[src/rtl/store_write_buffer_pkg.sv]
// Shared types and helpers for the store write buffer: default depth,
// buffered entry layout and the word-granular address match.
package store_write_buffer_pkg;

   localparam int unsigned DEPTH_DEFAULT = 4;
   localparam int unsigned ADDR_W        = 32;
   localparam int unsigned DATA_W        = 32;

   typedef struct packed {
      logic [ADDR_W-1:0] addr;
      logic [DATA_W-1:0] data;
   } wbuf_entry_t;

   // Byte offset bits are kept in the entry but never take part in a match.
   function automatic logic word_match(input logic [ADDR_W-1:0] a,
                                       input logic [ADDR_W-1:0] b);
      return a[ADDR_W-1:2] == b[ADDR_W-1:2];
   endfunction

endpackage

[src/rtl/store_write_buffer_if.sv]
// Core-side store/load port plus memory-bus drain port of the write buffer.
interface store_write_buffer_if;
   import store_write_buffer_pkg::*;

   logic              MemWrite;
   logic [ADDR_W-1:0] Mem_WrAddr;
   logic [DATA_W-1:0] Mem_WrData;
   logic [DATA_W-1:0] ReadData;
   logic [DATA_W-1:0] mem_rdata;
   logic              bus_valid;
   logic [ADDR_W-1:0] bus_addr;
   logic [DATA_W-1:0] bus_wdata;
   logic              bus_ready;
   logic              full;
   logic              empty;
   logic              overflow;

   modport master (
      output MemWrite, Mem_WrAddr, Mem_WrData, mem_rdata, bus_ready,
      input  ReadData, bus_valid, bus_addr, bus_wdata, full, empty, overflow
   );

   modport slave (
      input  MemWrite, Mem_WrAddr, Mem_WrData, mem_rdata, bus_ready,
      output ReadData, bus_valid, bus_addr, bus_wdata, full, empty, overflow
   );

endinterface

[src/rtl/wbuf_fifo.sv]
// Circular FIFO of buffered stores; exposes every slot, the head pointer and
// the occupancy so the parent can forward and present the head to the bus.
module wbuf_fifo
   import store_write_buffer_pkg::*;
#(
   parameter  int unsigned DEPTH = DEPTH_DEFAULT,
   localparam int unsigned PTR_W = $clog2(DEPTH),
   localparam int unsigned CNT_W = PTR_W + 1
) (
   input  logic              clk,
   input  logic              rst_n,
   input  logic              wr_en_i,
   input  wbuf_entry_t       wr_entry_i,
   input  logic              rd_ready_i,
   output wbuf_entry_t       entries_o [DEPTH],
   output logic [PTR_W-1:0]  head_o,
   output logic [CNT_W-1:0]  count_o
);

   wbuf_entry_t      mem_q [DEPTH];
   logic [PTR_W-1:0] head_q, head_d;
   logic [PTR_W-1:0] tail_q, tail_d;
   logic [CNT_W-1:0] count_q, count_d;
   logic             deq_c;
   logic             acc_c;

   // A pop in the same cycle frees the slot a full-FIFO push needs.
   always_comb begin
      deq_c   = (count_q != '0) && rd_ready_i;
      acc_c   = wr_en_i && ((count_q < CNT_W'(DEPTH)) || deq_c);
      head_d  = head_q;
      tail_d  = tail_q;
      count_d = count_q + CNT_W'(acc_c) - CNT_W'(deq_c);
      if (deq_c) head_d = head_q + PTR_W'(1);
      if (acc_c) tail_d = tail_q + PTR_W'(1);
   end

   always_ff @(posedge clk) begin
      if (!rst_n) begin
         head_q  <= '0;
         tail_q  <= '0;
         count_q <= '0;
      end else begin
         head_q  <= head_d;
         tail_q  <= tail_d;
         count_q <= count_d;
      end
   end

   // Storage carries no reset; slot validity comes from count.
   always_ff @(posedge clk) begin
      if (rst_n && acc_c) mem_q[tail_q] <= wr_entry_i;
   end

   assign entries_o = mem_q;
   assign head_o    = head_q;
   assign count_o   = count_q;

endmodule

[src/rtl/store_write_buffer.sv]
// Store write buffer: queues core stores for the memory bus, forwards the
// youngest matching pending store to loads, and flags dropped stores.
module store_write_buffer
   import store_write_buffer_pkg::*;
#(
   parameter int unsigned DEPTH = DEPTH_DEFAULT
) (
   input  logic                clk,
   input  logic                reset,
   store_write_buffer_if.slave bus_if
);

   localparam int unsigned PTR_W = $clog2(DEPTH);
   localparam int unsigned CNT_W = PTR_W + 1;

   wbuf_entry_t      entries [DEPTH];
   wbuf_entry_t      wr_entry_c;
   wbuf_entry_t      head_entry_c;
   logic [PTR_W-1:0] head;
   logic [CNT_W-1:0] count;
   logic [PTR_W-1:0] idx_c;
   logic [DATA_W-1:0] fwd_data_c;
   logic             full_c;
   logic             drop_c;
   logic             overflow_q, overflow_d;

   assign wr_entry_c.addr = bus_if.Mem_WrAddr;
   assign wr_entry_c.data = bus_if.Mem_WrData;

   wbuf_fifo #(.DEPTH(DEPTH)) u_fifo (
      .clk        (clk),
      .rst_n      (reset),
      .wr_en_i    (bus_if.MemWrite),
      .wr_entry_i (wr_entry_c),
      .rd_ready_i (bus_if.bus_ready),
      .entries_o  (entries),
      .head_o     (head),
      .count_o    (count)
   );

   assign full_c       = (count == CNT_W'(DEPTH));
   assign head_entry_c = entries[head];

   assign bus_if.full      = full_c;
   assign bus_if.empty     = (count == '0);
   assign bus_if.bus_valid = (count != '0);
   assign bus_if.bus_addr  = head_entry_c.addr;
   assign bus_if.bus_wdata = head_entry_c.data;

   // Walk oldest to youngest so the last hit is the youngest matching store.
   always_comb begin
      fwd_data_c = bus_if.mem_rdata;
      idx_c      = '0;
      for (int unsigned k = 0; k < DEPTH; k++) begin
         idx_c = head + PTR_W'(k);
         if ((CNT_W'(k) < count) && word_match(entries[idx_c].addr, bus_if.Mem_WrAddr))
            fwd_data_c = entries[idx_c].data;
      end
   end

   assign bus_if.ReadData = bus_if.MemWrite ? bus_if.mem_rdata : fwd_data_c;

   // Full implies bus_valid, so a full FIFO without bus_ready cannot accept.
   assign drop_c     = bus_if.MemWrite && full_c && !bus_if.bus_ready;
   assign overflow_d = overflow_q | drop_c;

   always_ff @(posedge clk) begin
      if (!reset) overflow_q <= 1'b0;
      else        overflow_q <= overflow_d;
   end

   assign bus_if.overflow = overflow_q;

endmodule

[src/flat_wrapper.sv]
// flat-port wrapper written by rule: the top's interface ports become plain ports
module store_write_buffer_flat import store_write_buffer_pkg::*;
#(
   parameter int unsigned DEPTH = DEPTH_DEFAULT
)
  (clk, reset, bus_if_MemWrite, bus_if_Mem_WrAddr, bus_if_Mem_WrData, bus_if_mem_rdata, bus_if_bus_ready, bus_if_ReadData, bus_if_bus_valid, bus_if_bus_addr, bus_if_bus_wdata, bus_if_full, bus_if_empty, bus_if_overflow);
  store_write_buffer_if bus_if_i ();
  input  logic clk;
  input  logic reset;
  input wire logic [$bits(bus_if_i.MemWrite)-1:0] bus_if_MemWrite;
  input wire logic [$bits(bus_if_i.Mem_WrAddr)-1:0] bus_if_Mem_WrAddr;
  input wire logic [$bits(bus_if_i.Mem_WrData)-1:0] bus_if_Mem_WrData;
  input wire logic [$bits(bus_if_i.mem_rdata)-1:0] bus_if_mem_rdata;
  input wire logic [$bits(bus_if_i.bus_ready)-1:0] bus_if_bus_ready;
  output wire logic [$bits(bus_if_i.ReadData)-1:0] bus_if_ReadData;
  output wire logic [$bits(bus_if_i.bus_valid)-1:0] bus_if_bus_valid;
  output wire logic [$bits(bus_if_i.bus_addr)-1:0] bus_if_bus_addr;
  output wire logic [$bits(bus_if_i.bus_wdata)-1:0] bus_if_bus_wdata;
  output wire logic [$bits(bus_if_i.full)-1:0] bus_if_full;
  output wire logic [$bits(bus_if_i.empty)-1:0] bus_if_empty;
  output wire logic [$bits(bus_if_i.overflow)-1:0] bus_if_overflow;
  assign bus_if_i.MemWrite = bus_if_MemWrite;
  assign bus_if_i.Mem_WrAddr = bus_if_Mem_WrAddr;
  assign bus_if_i.Mem_WrData = bus_if_Mem_WrData;
  assign bus_if_i.mem_rdata = bus_if_mem_rdata;
  assign bus_if_i.bus_ready = bus_if_bus_ready;
  assign bus_if_ReadData = bus_if_i.ReadData;
  assign bus_if_bus_valid = bus_if_i.bus_valid;
  assign bus_if_bus_addr = bus_if_i.bus_addr;
  assign bus_if_bus_wdata = bus_if_i.bus_wdata;
  assign bus_if_full = bus_if_i.full;
  assign bus_if_empty = bus_if_i.empty;
  assign bus_if_overflow = bus_if_i.overflow;
  store_write_buffer #(.DEPTH(DEPTH)) u_core (.clk(clk), .reset(reset), .bus_if(bus_if_i));
endmodule
[config.mk]
export PLATFORM = sky130hd
export DESIGN_NAME = store_write_buffer_flat
export DESIGN_NICKNAME = d
export VERILOG_FILES = /design/src/rtl/store_write_buffer_pkg.sv /design/src/rtl/store_write_buffer_if.sv /design/src/rtl/wbuf_fifo.sv /design/src/rtl/store_write_buffer.sv /design/src/flat_wrapper.sv
export SDC_FILE = /design/constraint.sdc
export NUM_CORES = 1
export LEC_CHECK = 0
export CAP_MARGIN = 10
export CORE_UTILIZATION = 49
export DETAILED_ROUTE_END_ITERATION = 10
export PLACE_DENSITY = 0.71
export SYNTH_ARGS = -nofsm -noshare
export SYNTH_HDL_FRONTEND = slang
export SYNTH_SLANG_ARGS = --single-unit
[constraint.sdc]
create_clock -name clk -period 8.78 [get_ports clk]
set_input_delay 1.756 -clock clk [delete_from_list [all_inputs] [get_ports clk]]
set_output_delay 1.756 -clock clk [all_outputs]
set_load 0.005 [all_outputs]
Word-level counts from Yosys, hierarchy flattened
Cells that the tools add are included.
{"block": "classes", "add_sub_neg": 6, "multipliers": 0, "n_div": 0, "order_cmp": 11, "n_eq_ne": 5, "shifts": 0, "mux": 20, "bitwise": 6, "n_reduce_logical": 14}
{"cell": "2-to-1 mux 64 bit", "count": 9}
{"cell": "binary-select mux 64 bit (select 2 bit)", "count": 4}
{"cell": "bitwise mux 256 bit", "count": 1}
{"cell": "2-to-1 mux 32 bit", "count": 5}
{"cell": "demux 64 bit (select 2 bit)", "count": 1}
{"cell": "equality test 30 bit", "count": 4}
{"cell": "greater-or-equal comparator 3 bit (second input constant)", "count": 5}
{"cell": "NOT 2 -> 3 bit", "count": 5}
{"cell": "logical AND 1 bit", "count": 10}
{"cell": "less-than comparator 1 x 3 -> 1 bit (first input constant)", "count": 2}
{"cell": "less-than comparator 2 x 3 -> 1 bit (first input constant)", "count": 2}
{"cell": "adder 2 x 1 -> 2 bit (second input constant)", "count": 2}
{"cell": "adder 2 bit (second input constant)", "count": 2}
{"cell": "adder 3 x 1 -> 3 bit", "count": 1}
{"cell": "equality test 3 bit (second input constant)", "count": 1}
{"cell": "logical NOT 3 bit", "count": 1}
{"cell": "less-than comparator 3 x 1 -> 1 bit (second input constant)", "count": 1}
{"cell": "less-than comparator 3 bit (second input constant)", "count": 1}
{"cell": "nonzero test 3 bit", "count": 1}
{"cell": "subtractor 3 x 1 -> 3 bit", "count": 1}
{"cell": "logical NOT 1 bit", "count": 1}
{"cell": "logical OR 1 bit", "count": 1}
{"cell": "OR 1 bit", "count": 1}
{"block": "totals", "reg_bits": 264, "latchBits": 0, "ramBits": 0, "mem_bits_ro": 0, "out_inout_bits": 100, "mem_count": 0}

Logic depth before layout (Yosys ltp)
{"block": "logic_depth", "word_depth": 11, "mapped_depth": 16, "mapped_depth_nobuf": 10}

By module
Synthesis repeated with hierarchy kept, for this count alone.
{"block": "unflattened", "hier_cells": 1549, "area_unflattened_um2": 17362.9}
{"module": "store_write_buffer", "instances": 1, "cells_each": 1248, "area_each_um2": 9261.4, "seq_area_each_um2": 20.0}
{"module": "wbuf_fifo", "instances": 1, "cells_each": 301, "area_each_um2": 8101.5, "seq_area_each_um2": 7827.5}

Worst setup path after synthesis
Ideal clock, no wire load.
{"block": "synth_timing", "kind": "input to output", "startpoint": "in bus_if_Mem_WrAddr[22]", "endpoint": "out bus_if_ReadData[20]", "t_arrival_ns": 4.253, "required_ns": 7.024, "slack_ns": 2.771, "stages": 11, "n_path_buf": 4, "cell_sequence": "buf_1 o21ai_0 a211o_1 a22o_1 or4_1 clkbuf_1 a2bb2oi_1 a31o_1 buf_6 buf_6 a221oi_2"}
{"block": "synth_between", "elab_chain_cells": 7}
{"element": "from (decl)", "line_no": "flat_wrapper.sv:11", "text": "input wire logic [$bits(bus_if_i.Mem_WrAddr)-1:0] bus_if_Mem_WrAddr;"}
{"element": "equality test 30 bit", "line_no": "store_write_buffer_pkg.sv:17", "text": "return a[ADDR_W-1:2] == b[ADDR_W-1:2];"}
{"element": "logical AND 1 bit", "line_no": "store_write_buffer.sv:56", "text": "if ((CNT_W'(k) < count) && word_match(entries[idx_c].addr, bus_if.Mem_WrAddr))"}
{"element": "2-to-1 mux 32 bit (3 in a row)", "line_no": "store_write_buffer.sv:56"}
{"element": "2-to-1 mux 32 bit *", "line_no": "store_write_buffer.sv:56"}
{"element": "2-to-1 mux 32 bit *", "line_no": "store_write_buffer.sv:61", "text": "assign bus_if.ReadData = bus_if.MemWrite ? bus_if.mem_rdata : fwd_data_c;"}
{"element": "to (decl)", "line_no": "flat_wrapper.sv:15", "text": "output wire logic [$bits(bus_if_i.ReadData)-1:0] bus_if_ReadData;"}
Every way passes the cells marked *; elsewhere a longest branch is shown, timed or not.

Worst setup path in the final report
{"block": "layout_timing", "startpoint": "in bus_if_Mem_WrAddr[31]", "endpoint": "out bus_if_ReadData[24]"}
The elaborated chain is that of the path after synthesis.

==> impl_metrics.toml <==
[route]
drtAntennaViolNets = 0
drcViolationCount = 18
wirelength_mm = 49.0
avgViaCountPerCell = 6.58
drt_iter0_drc = 1396
dr.pass1.iters = 9
routedWlPerCell_um = 24.9
num_vias = 12900

[global_route]
grt_usage = 0.260
top_usage_layer = "met2"
grt_util_met1 = 0.362
use_met2 = 0.408
use_met3 = 0.0516
antenna_found_initial = 6
first_global_vias = 12600
grt_max_degree = 175
grt_pass1_wl_mm = 75.2
overflow = 0

[outcome]
status = "finished with violations"
violations = "design-rule violations"

[timing]
setup_viol = 0
relSlewSlack = 0.276
final_max_slew_viol_count = 0
tns_ns = 0
fin_skew_ns = 0.00731
hold_viol_final = 0
max_freq_ghz = 0.124
grt_setup_unrepaired = "false"
period_share = 0.919
worst_pin_slew_ns = 1.09
min_period_ns = 8.07
holdWs_ns = 0.472

[critical_path]
critPathLaunchType = "input pin"
crit_arrival_ns = 6.32
critPathMaxFanout = 21
crit_chain = "clkdlybuf4s50_1, nor2_1, a2111oi_0, o211ai_1, or4_2, a2bb2oi_1, a31o_1, buf_4, a221oi_2, clkdlybuf4s50_1"
critPathSlowestCell = "clkdlybuf4s50_1"
critical_path_class = "in2out"
required_ns = 7.02
cp_num_buf_inv = 3
path_common_cell = "clkdlybuf4s50_1"
critPathTopFamily = "compound AO/OA/AOI/OAI gates"
endpoint_kind = "output port"
max_stage_delay_ns = 0.89

[job]
maxCapViolCount = 0

[worst_hold_path]
hold_class = "reg2reg"

[power]
power_mw = 4.78
irDropWorstVdd_uv = 175
p_leak_nw = 6.88
power.density_nw_per_um2 = 225

[floorplan]
core_um2 = 35800
num_rows = 69
die_width_um = 193
pin_count = 200
fp.dieH_um = 193
dieArea_um2 = 37400
initial_core_util = 0.501

[synthesis]
avgSynthCellArea_um2 = 13.3
synth_edf_count = 256
synth_top_area_cell = "edfxtp_1"
muxShareOfSynthArea = 0.286
ys_warn_count = 0
synthSimpleGateAreaFrac = 0.0563
yosys.area_share.adder = 0.00739
synth_top_family_by_area = "multiplexers"
ys_types = 67
async_flop_share = 0
ys_top_cells_by_area = "edfxtp_1 (43%), mux4_2 (22%), mux2i_1 (5.8%)"
syn_nets = 1454
synthCells = 1344
synth-xor-area-share = 0.0454
ys_ff_latch = 264
synth_top_cell_area_share = 0.429
yosysSeqAreaShare = 0.438
synth_compound_area_frac = 0.104
synth_area_um2 = 17900
synth_top_flop_cell = "edfxtp_1"

[clock_tree]
ctsLongestPathBuffers = 3
post_cts_resized = 0
cts.clk_slew.worst_paths_ns = 0.06
htreeDepth = 1
post-cts-setup-buffers = 0
cts_tree = "yes"
cts_hold_buf = 0
root_buffer = "clkbuf_16"
clk_latency_ns = 0.57
cts_buffers = 29
clock_sinks = 264

[layout]
drive_above_1_share = 0.195
synthToLayoutAreaGrowth_pct = 18.2
mostFrequentLayoutCells = "edfxtp_1 (256), clkdlybuf4s50_1 (199), mux4_2 (172), inv_1 (140), mux2i_1 (104)"
final_net_count = 1588
fin_cells = 1967
layout_commonest_cell = "edfxtp_1"

[placed_design]
io_buffers = 199
finalWeightedCongestion = 0.959
place_hpwl_mm = 33.4
placed_cells = 1908
cells in the mapped netlist, types with 9 or more instances:
cell         n
a2111oi_0    9
a21oi_1     20
a221oi_1    23
a221oi_2    10
a31oi_1     32
and3_1      13
buf_1       14
buf_2       27
buf_4       10
buf_6       11
clkbuf_1    60
edfxtp_1   256
ha_1         9
inv_1      140
mux2_2      16
mux2i_1    104
mux4_2     172
nand2_1     26
nand3_1     12
nand4_1     12
nor2_1      32
nor3_1       9
o2111ai_1   35
o21ai_0     22
o22ai_1     14
o31ai_1     30
or3_1       30
xnor2_1     76
xor2_1      17
layer usage:
metal / vias up / wire [µm]
met2: 660 / 23100
met4: 4 / 1460
li1: 5674 / -
met5: - / 27
met1: 6513 / 19800
met3: 97 / 4660
area by class of cell:
cell class                 instances  area (µm²)
fill                            2747       14600
multi-input combinational        817        8980
sequential                       264        7860
timing repair buffer             225        2220
clock buffer                      32         737
tap                              461         577
inverter                         141         529
clock inverter                    22         278
antenna                            5        12.5
registers in the layout, summed over array words and instances (netlist names):
register	cells
u_core.u_fifo.entries_o	256
u_core.u_fifo.count_o	3
u_core.u_fifo.head_o	2
u_core.u_fifo.tail_q	2
u_core.bus_if.overflow	1
report_power, final:
group          leakage (nW)  switching [mW]  internal [mW]
clock                 0.495           0.514          0.783
combinational          4.00           0.939           1.01
sequential             2.39          0.0766           1.45
per-stage QoR:
stage,area (µm²),util,setup WS [ns]
2_1_floorplan,17900,-,2.77
3_3_place_gp,20200,0.563,0.912
3_5_place_dp,20200,0.563,0.793
4_1_cts,21200,0.591,0.742
5_1_grt,21200,0.591,0.482
6_report,21200,0.592,0.708
path summary, 6_finish.rpt:
path | endpoint | start | depth (start not counted) | slack [ns]
max | bus_if_ReadData[24] | bus_if_Mem_WrAddr[31] | 10 | 0.71
min reg2reg | u_core.bus_if.overflow | u_core.bus_if.overflow | 1 | 0.47
max reg2reg | u_core.u_fifo.entries_o[122] | u_core.u_fifo.count_o[2] | 3 | 5.93
min | u_core.bus_if.overflow | u_core.bus_if.overflow | 1 | 0.47
cells by family (layout without fill, tap and decap cells):
family	count (synthesis)	count (layout)
multiplexers	295	295
AND/OR/NAND/NOR	179	179
XOR/XNOR	93	93
adder cells (fa/ha/maj)	10	10
AO/OA/AOI/OAI	240	240
other	0	5
flip-flops	264	264
buffers and inverters	263	420
No activity file was read; power rests on OpenSTA's default activity.
